File: src/rtl/gpu_host_pkg.sv
// Shared definitions for the host-side pixel write port: header opcodes,
// frame-decoder states and default widths.
package gpu_host_pkg;

    localparam int ADDR_W_DEF      = 11;
    localparam int PIX_W_DEF       = 6;
    localparam int SYNC_STAGES_DEF = 2;

    localparam logic [1:0] OP_SINGLE = 2'b10;
    localparam logic [1:0] OP_BURST  = 2'b11;

    typedef enum logic [1:0] {
        IDLE    = 2'd0,
        ADDR_LO = 2'd1,
        DATA    = 2'd2,
        WRITE   = 2'd3
    } wr_state_e;

    // Any opcode with the top bit set is a usable frame header.
    function automatic logic is_header(input logic [7:0] b);
        return b[7];
    endfunction

endpackage

File: src/rtl/host_sync_edge.sv
// N-stage synchronizer for an asynchronous host pin, with a one-cycle pulse
// on each 0->1 transition of the synchronized level.
module host_sync_edge #(
    parameter int STAGES = 2
) (
    input  logic clk,
    input  logic rst_n,
    input  logic d,
    output logic q,
    output logic rise
);

    logic [STAGES-1:0] sync_q;
    logic              prev_q;

    always_ff @(posedge clk or negedge rst_n) begin
        if (!rst_n) begin
            sync_q <= '0;
            prev_q <= 1'b0;
        end else begin
            sync_q <= (sync_q << 1) | STAGES'(d);
            prev_q <= sync_q[STAGES-1];
        end
    end

    assign q    = sync_q[STAGES-1];
    assign rise = sync_q[STAGES-1] & ~prev_q;

endmodule

File: src/rtl/host_pixel_writer.sv
// Host byte-bus frame decoder: turns single/burst write frames strobed in on
// the parallel bus into valid/ready write requests for the pixel-block store.
module host_pixel_writer
    import gpu_host_pkg::*;
#(
    parameter int ADDR_W      = ADDR_W_DEF,
    parameter int PIX_W       = PIX_W_DEF,
    parameter int SYNC_STAGES = SYNC_STAGES_DEF
) (
    input  logic              clk,
    input  logic              rst_n,
    input  logic [7:0]        host_data,
    input  logic              host_strobe,
    input  logic              host_abort,
    output logic              wr_valid,
    input  logic              wr_ready,
    output logic [ADDR_W-1:0] wr_addr,
    output logic [PIX_W-1:0]  wr_data,
    output logic              host_busy,
    output logic              err_header,
    output logic              err_overrun
);

    logic                        strb_q, strb_rise;
    logic                        abort_q, abort_rise;
    logic [SYNC_STAGES-1:0][7:0] data_sync;
    logic [7:0]                  rx_byte;
    logic                        byte_ev;

    host_sync_edge #(.STAGES(SYNC_STAGES)) u_sync_strobe (
        .clk  (clk),
        .rst_n(rst_n),
        .d    (host_strobe),
        .q    (strb_q),
        .rise (strb_rise)
    );

    host_sync_edge #(.STAGES(SYNC_STAGES)) u_sync_abort (
        .clk  (clk),
        .rst_n(rst_n),
        .d    (host_abort),
        .q    (abort_q),
        .rise (abort_rise)
    );

    // The data bus is held stable across the strobe, so a plain multi-flop
    // delay keeps it aligned with the synchronized strobe edge.
    always_ff @(posedge clk or negedge rst_n) begin
        if (!rst_n) begin
            data_sync <= '0;
        end else begin
            data_sync[0] <= host_data;
            for (int i = 1; i < SYNC_STAGES; i++)
                data_sync[i] <= data_sync[i-1];
        end
    end

    assign rx_byte = data_sync[SYNC_STAGES-1];
    assign byte_ev = strb_rise & ~abort_q;

    wr_state_e         state_q, state_d;
    logic              burst_q;
    logic [ADDR_W-1:0] addr_q;
    logic [PIX_W-1:0]  data_q;
    logic              valid_q, err_hdr_q, err_ovr_q;
    logic              handshake;

    assign handshake = valid_q & wr_ready;

    always_ff @(posedge clk or negedge rst_n) begin
        if (!rst_n) state_q <= IDLE;
        else        state_q <= state_d;
    end

    always_comb begin
        state_d = state_q;
        if (abort_q) begin
            state_d = IDLE;
        end else begin
            case (state_q)
                IDLE:    if (byte_ev && is_header(rx_byte)) state_d = ADDR_LO;
                ADDR_LO: if (byte_ev) state_d = DATA;
                DATA:    if (byte_ev) state_d = WRITE;
                WRITE:   if (handshake) state_d = burst_q ? DATA : IDLE;
                default: state_d = IDLE;
            endcase
        end
    end

    logic ld_hdr, ld_lo, ld_data, wr_done, hdr_bad, overrun;

    // byte_ev already excludes abort; only the handshake needs explicit gating.
    always_comb begin
        ld_hdr  = 1'b0;
        ld_lo   = 1'b0;
        ld_data = 1'b0;
        wr_done = 1'b0;
        hdr_bad = 1'b0;
        overrun = 1'b0;
        case (state_q)
            IDLE: begin
                ld_hdr  = byte_ev &  is_header(rx_byte);
                hdr_bad = byte_ev & ~is_header(rx_byte);
            end
            ADDR_LO: ld_lo   = byte_ev;
            DATA:    ld_data = byte_ev;
            WRITE: begin
                wr_done = handshake & ~abort_q;
                overrun = byte_ev;
            end
            default: ;
        endcase
    end

    always_ff @(posedge clk or negedge rst_n) begin
        if (!rst_n) begin
            burst_q   <= 1'b0;
            addr_q    <= '0;
            data_q    <= '0;
            valid_q   <= 1'b0;
            err_hdr_q <= 1'b0;
            err_ovr_q <= 1'b0;
        end else if (abort_q) begin
            valid_q   <= 1'b0;
            err_hdr_q <= 1'b0;
            err_ovr_q <= 1'b0;
        end else begin
            if (ld_hdr) begin
                addr_q[ADDR_W-1:8] <= rx_byte[ADDR_W-9:0];
                burst_q            <= (rx_byte[7:6] == OP_BURST);
            end
            if (ld_lo)
                addr_q[7:0] <= rx_byte;
            if (ld_data) begin
                data_q  <= rx_byte[PIX_W-1:0];
                valid_q <= 1'b1;
            end
            if (wr_done) begin
                valid_q <= 1'b0;
                if (burst_q) addr_q <= addr_q + 1'b1;
            end
            if (hdr_bad) err_hdr_q <= 1'b1;
            if (overrun) err_ovr_q <= 1'b1;
        end
    end

    assign wr_valid    = valid_q;
    assign wr_addr     = addr_q;
    assign wr_data     = data_q;
    assign host_busy   = valid_q;
    assign err_header  = err_hdr_q;
    assign err_overrun = err_ovr_q;

    // Abort is consumed as a level; its edge and the strobe level are spare.
    logic unused_ok;
    assign unused_ok = abort_rise ^ strb_q;

endmodule

File: config.mk
export PLATFORM = sky130hd
export DESIGN_NAME = host_pixel_writer
export DESIGN_NICKNAME = d
export VERILOG_FILES = /design/src/rtl/gpu_host_pkg.sv /design/src/rtl/host_sync_edge.sv /design/src/rtl/host_pixel_writer.sv
export SDC_FILE = /design/constraint.sdc
export NUM_CORES = 1
export LEC_CHECK = 0
export CORE_UTILIZATION = 53
export CTS_BUF_LIST = sky130_fd_sc_hd__clkbuf_2 sky130_fd_sc_hd__clkbuf_4 sky130_fd_sc_hd__clkbuf_8
export DETAILED_ROUTE_END_ITERATION = 8
export PLACE_DENSITY = 0.81
export SYNTH_ARGS = -nofsm -noshare
export SYNTH_HDL_FRONTEND = slang
export SYNTH_SLANG_ARGS = --single-unit
export TNS_END_PERCENT = 20
File: constraint.sdc
create_clock -name clk -period 1.9 [get_ports clk]
set_clock_uncertainty 0.1 [all_clocks]
set_input_delay 0.19 -clock clk [delete_from_list [all_inputs] [get_ports clk]]
set_output_delay 0.19 -clock clk [all_outputs]
set_load 0.02 [all_outputs]
# Word level (Yosys, flattened, before mapping)
# Cells that the tools add are included.
# Widths: inputs -> output; s select.
# totals
ff_bits	44
in_bits	13
out_inout_bits	21
word_cells	64
# op_classes
addsub	1
n_eq_ne	8
n_mux	24
bitwise_logic	11
reduce_logical	8
# op_table
cell	count
$mux 11	2
$mux 1	13
$mux 2	6
$ne 3x2->1 const B	4
$add 11x1->11 const B	1
$mux 8	1
$pmux 2 s4	1
$and 1x1->1	6
$eq 2x2->1 const B	3
$or 2x1->2	2
$reduce_and 2->1	2
$reduce_and 4->1	1
$reduce_bool 2->1	2
$mux 3	1
$not 1->1	3
$reduce_bool 3->1	1
$eq 2x1->1 const B	1
$logic_not 2->1	1
$logic_and 1x1->1	1

# Depth between registers and ports, before layout
# depth
word_depth	8
mapped_depth	6
mapped_depth_nobuf	5

# Modules after synthesis
# A second synthesis with hierarchy kept.
# hier_totals
hier_cells	143
area_unflattened_um2	1828.0
# modules_own_cells
module	n_inst	cells_each	area_per_inst_um2	seq_area_each_um2
host_pixel_writer	1	135	1650.3	975.9
host_sync_edge	2	4	88.8	75.1

# Worst setup path after synthesis
# OpenSTA, ideal clock, no wires.
# synth_timing
path_type	register to register
start	reg addr_q[3] (netlist: wr_addr[3])
end	reg addr_q[9] (netlist: wr_addr[9])
setup_time_ns	0.087
arrival_ns	1.559
t_required_ns	1.713
setup_slack_ns	0.154
stages_incl_launch_ff	5
n_path_buf	0
synth_period_minus_slack_ns	1.746
cell_sequence	dfrtp_1 nand3_1 or3_4 or3_1 a211oi_2
# synth_via
elab_chain_len	3
# synth_rtl
element	line	source
start, declared	host_pixel_writer.sv:63	logic [ADDR_W-1:0] addr_q;
start signal, assigned by index	host_pixel_writer.sv:129	addr_q[ADDR_W-1:8] <= rx_byte[ADDR_W-9:0];
start signal, assigned	host_pixel_writer.sv:133	addr_q[7:0] <= rx_byte;
start signal, assigned	host_pixel_writer.sv:140	if (burst_q) addr_q <= addr_q + 1'b1;
$add 11x1->11	host_pixel_writer.sv:140	
$mux 11	host_pixel_writer.sv:140	
$mux 11	host_pixel_writer.sv:138	if (wr_done) begin
# No other way between the ends.
# A chain may end at the register's enable or synchronous reset.

# Worst setup path in the final report
# layout_timing
start	reg addr_q[6] (netlist: wr_addr[6])
end	out wr_addr[6]
# layout_rtl
element	line	source
end, declared	host_pixel_writer.sv:17	output logic [ADDR_W-1:0] wr_addr,
# No word-level cell between the ends.

==> impl_metrics.py <==
metrics = {
    "place": {
        "gp_congestion": 0.845,
        "io_buffer_count": 33,
        "dp_hpwl_mm": 2.67,
        "place_inst": 234,
    },
    "power": {
        "pwr-share-seq_pct": 48.6,
        "clkPwrFrac_pct": 28.2,
        "p_sw_share_pct": 27.9,
        "power_frac_comb_pct": 23.2,
        "p_int_w": 0.00173,
        "power_w": 0.00240,
        "p_leak_nw": 1.02,
        "switchingPower_w": 0.000668,
        "power_density_nw_per_um2": 1020,
        "vdd.ir_drop.worst_mv": 0.568,
    },
    "cells_and_area": {
        "num-nets-final": 212,
        "antenna_cells": 0,
        "stdcell_count": 242,
        "area_growth_pct": 31.0,
        "drive_gt1_share_pct": 16.2,
    },
    "critical_path": {
        "crit_chain": "clkdlybuf4s50_1",
        "crit_path_top_delay_cell": "clkdlybuf4s50_1",
        "cp.buffers_inverters": 1,
        "cp.required_ps": 1610,
        "r2r-start": "state_q[1]",
        "cp-startpoint": "wr_addr[6]",
        "crit_path_end_kind": "output port",
        "critPathLaunchType": "register",
        "critical-path-max-stage-delay_ps": 650,
        "crit_fanout": 7,
        "rr_worst_depth": 4,
        "critPathKind": "register to output port",
        "crit_family": "buffers and inverters",
        "cp.depth": 1,
        "cp.arrival_ps": 1470,
    },
    "sta": {
        "drv_slew": 0,
        "hold_slack_ps": 165,
        "rsz0062_at_grt": "no",
        "fin_crit_ps": 1760,
        "hold_viol": 0,
        "setup-violations-final": 0,
        "worst_pin_slew_ps": 428,
        "fin_tns_setup_ps": 0,
        "fmax_ghz": 0.568,
        "max-slew-margin-rel_pct": 71.2,
        "min_period_over_period_pct": 92.6,
    },
    "cts": {
        "cts_root_buffer": "clkbuf_4",
        "cts_max_path_buffers": 2,
        "clkLatencyLatePin_ps": 350,
        "cts.clk_slew.worst_paths_ps": 110,
        "cts_buffers": 5,
        "htreeDepth": 2,
        "cts_tree": "yes",
        "cts_sinks": 44,
    },
    "logic_synthesis": {
        "synth_warnings": 0,
        "avgSynthCellArea_um2": 11.9,
        "netlist_area_um2": 1790,
        "syn_inst": 150,
        "synth_nets": 164,
        "synth_seq_cells": 44,
        "synthArstFlopShare_pct": 100,
        "synth_seq_area_share_pct": 61.5,
        "synth_edf_count": 0,
        "synth.distinct_cells": 44,
        "synthFlopType": "dfrtp_1",
    },
    "global_route": {
        "grt_pass1_vias": 1346,
        "grt_max_degree": 18,
        "overflow": 0,
        "grt_pass1_wl_mm": 6.06,
        "antenna_found_initial": 0,
        "grt.total_usage_pct": 23.7,
    },
    "die": {
        "io-pin-count": 34,
        "rows": 20,
        "core_area_um2": 3130,
        "dieArea_um2": 3610,
        "start_util_pct": 57.2,
        "die_w_um": 60.1,
        "die_h_um": 60.1,
    },
    "status": {
        "status": "finished clean",
    },
    "detailed_routing": {
        "via_per_inst": 5.71,
        "drc": 0,
        "wirelength_mm": 3.66,
        "antenna_left": 0,
        "drtIter0Drc": 156,
        "avgRoutedWirePerCell_um": 15.1,
        "firstDrtPassIters": 4,
        "via_count": 1382,
    },
    "worst_hold_path": {
        "hold_path_depth": 1,
        "min_path_type": "input pin to register",
        "hp-start": "host_data[2]",
    },
    "run": {
        "cap_violations": 0,
    },
}
-- per-layer routing --
layer | GRT usage (%) | vias to the layer above | share of wire, %
met4 | 15.0 | 0 | 2.0
met2 | 34.9 | 48 | 50
met3 | 5.19 | 6 | 5.0
met5 | 0 | - | 0
met1 | 31.8 | 679 | 43
li1 | - | 649 | -
-- cell families (layout without fill, tap and decap cells) --
family,Yosys count,in the layout,synth area share (%)
AOI/OAI and AO/OA,30,30,13.1
muxes,7,7,4.27
buffers and inverters,12,60,3.22
DFF,44,44,61.5
and+or+nand+nor,56,56,17.2
adders and majority gates,1,1,0.699
-- cell usage in the layout (no fill, tap or decap), types with 5 or more instances in the layout --
cell,instances
buf_4,14
mux2_2,5
nand2_1,9
clkbuf_4,5
dfrtp_1,44
nand3_1,6
nor2_1,15
a21oi_1,5
inv_1,5
o22a_1,7
clkdlybuf4s50_1,32
-- state kept, by name (all words and copies together) (netlist names), 2 cells and up --
register	count
u_sync_strobe.sync_q	2
state_q	2
data_sync	8
u_sync_abort.sync_q	2
wr_data	6
wr_addr	11
rx_byte	8
-- synthesized netlist by cell type (2+ instances only) --
cell type / number / share of area [%]
a211oi_1: 2 / 0.84
a21oi_1: 5 / 1.4
a22oi_1: 2 / 0.84
a2bb2oi_1: 3 / 1.5
and3_1: 3 / 1.0
clkbuf_1: 3 / 0.63
dfrtp_1: 44 / 62
inv_1: 5 / 1.0
mux2_2: 5 / 3.1
mux2i_1: 2 / 1.1
nand2_1: 9 / 1.9
nand3_1: 6 / 1.7
nand3b_1: 2 / 0.84
nand4_1: 3 / 1.0
nor2_1: 15 / 3.1
nor3_1: 3 / 0.84
nor4_1: 3 / 1.0
o21ai_0: 2 / 0.56
o22a_1: 7 / 3.4
o32a_1: 2 / 1.1
-- metrics by stage --
stage / util [%] / area (um^2) / setup slack (ps)
final: 74.9 / 2340 / 140
after detailed placement: 71.5 / 2240 / -78.4
after global routing: 74.9 / 2340 / 57.0
after global placement: 71.5 / 2240 / -49.5
after floorplan: - / 1790 / 154
after CTS: 74.9 / 2340 / 136
-- path summary, 6_finish.rpt --
check                      slack [ps]      endpoint
setup / recovery                  140    wr_addr[6]
hold / removal                    160  data_sync[2]
setup reg to reg                  170    wr_addr[9]
hold reg to reg                   260    rx_byte[0]
max in group asynchronous        1000    rx_byte[5]
min in group asynchronous         170     host_busy
-- area by class of cell --
type / instances / area [um^2]
clock buffer: 5 / 37.5
inverter: 5 / 18.8
multi-input combinational: 94 / 631
tap: 44 / 55.1
sequential: 44 / 1100
clock inverter: 2 / 60.1
timing repair buffer: 48 / 440
fill: 208 / 785
-- power groups by stage --
stage | logic [W] | registers (W) | clock network, W
finish | 0.000555 | 0.00117 | 0.000677
global route | 0.000601 | 0.00118 | 0.000738
CTS | 0.000558 | 0.00116 | 0.000695
detailed placement | 0.000553 | 0.00118 | 0
global placement | 0.000544 | 0.00117 | 0
floorplan | 0.000191 | 0.00125 | 0
-- repair_timing --
action,4_1_cts,5_1_grt
resized for setup,0,0
hold buffers,1,0
buffers inserted,0,0
hold endpoints to repair,27,0
(Power assumes the default switching activity.)
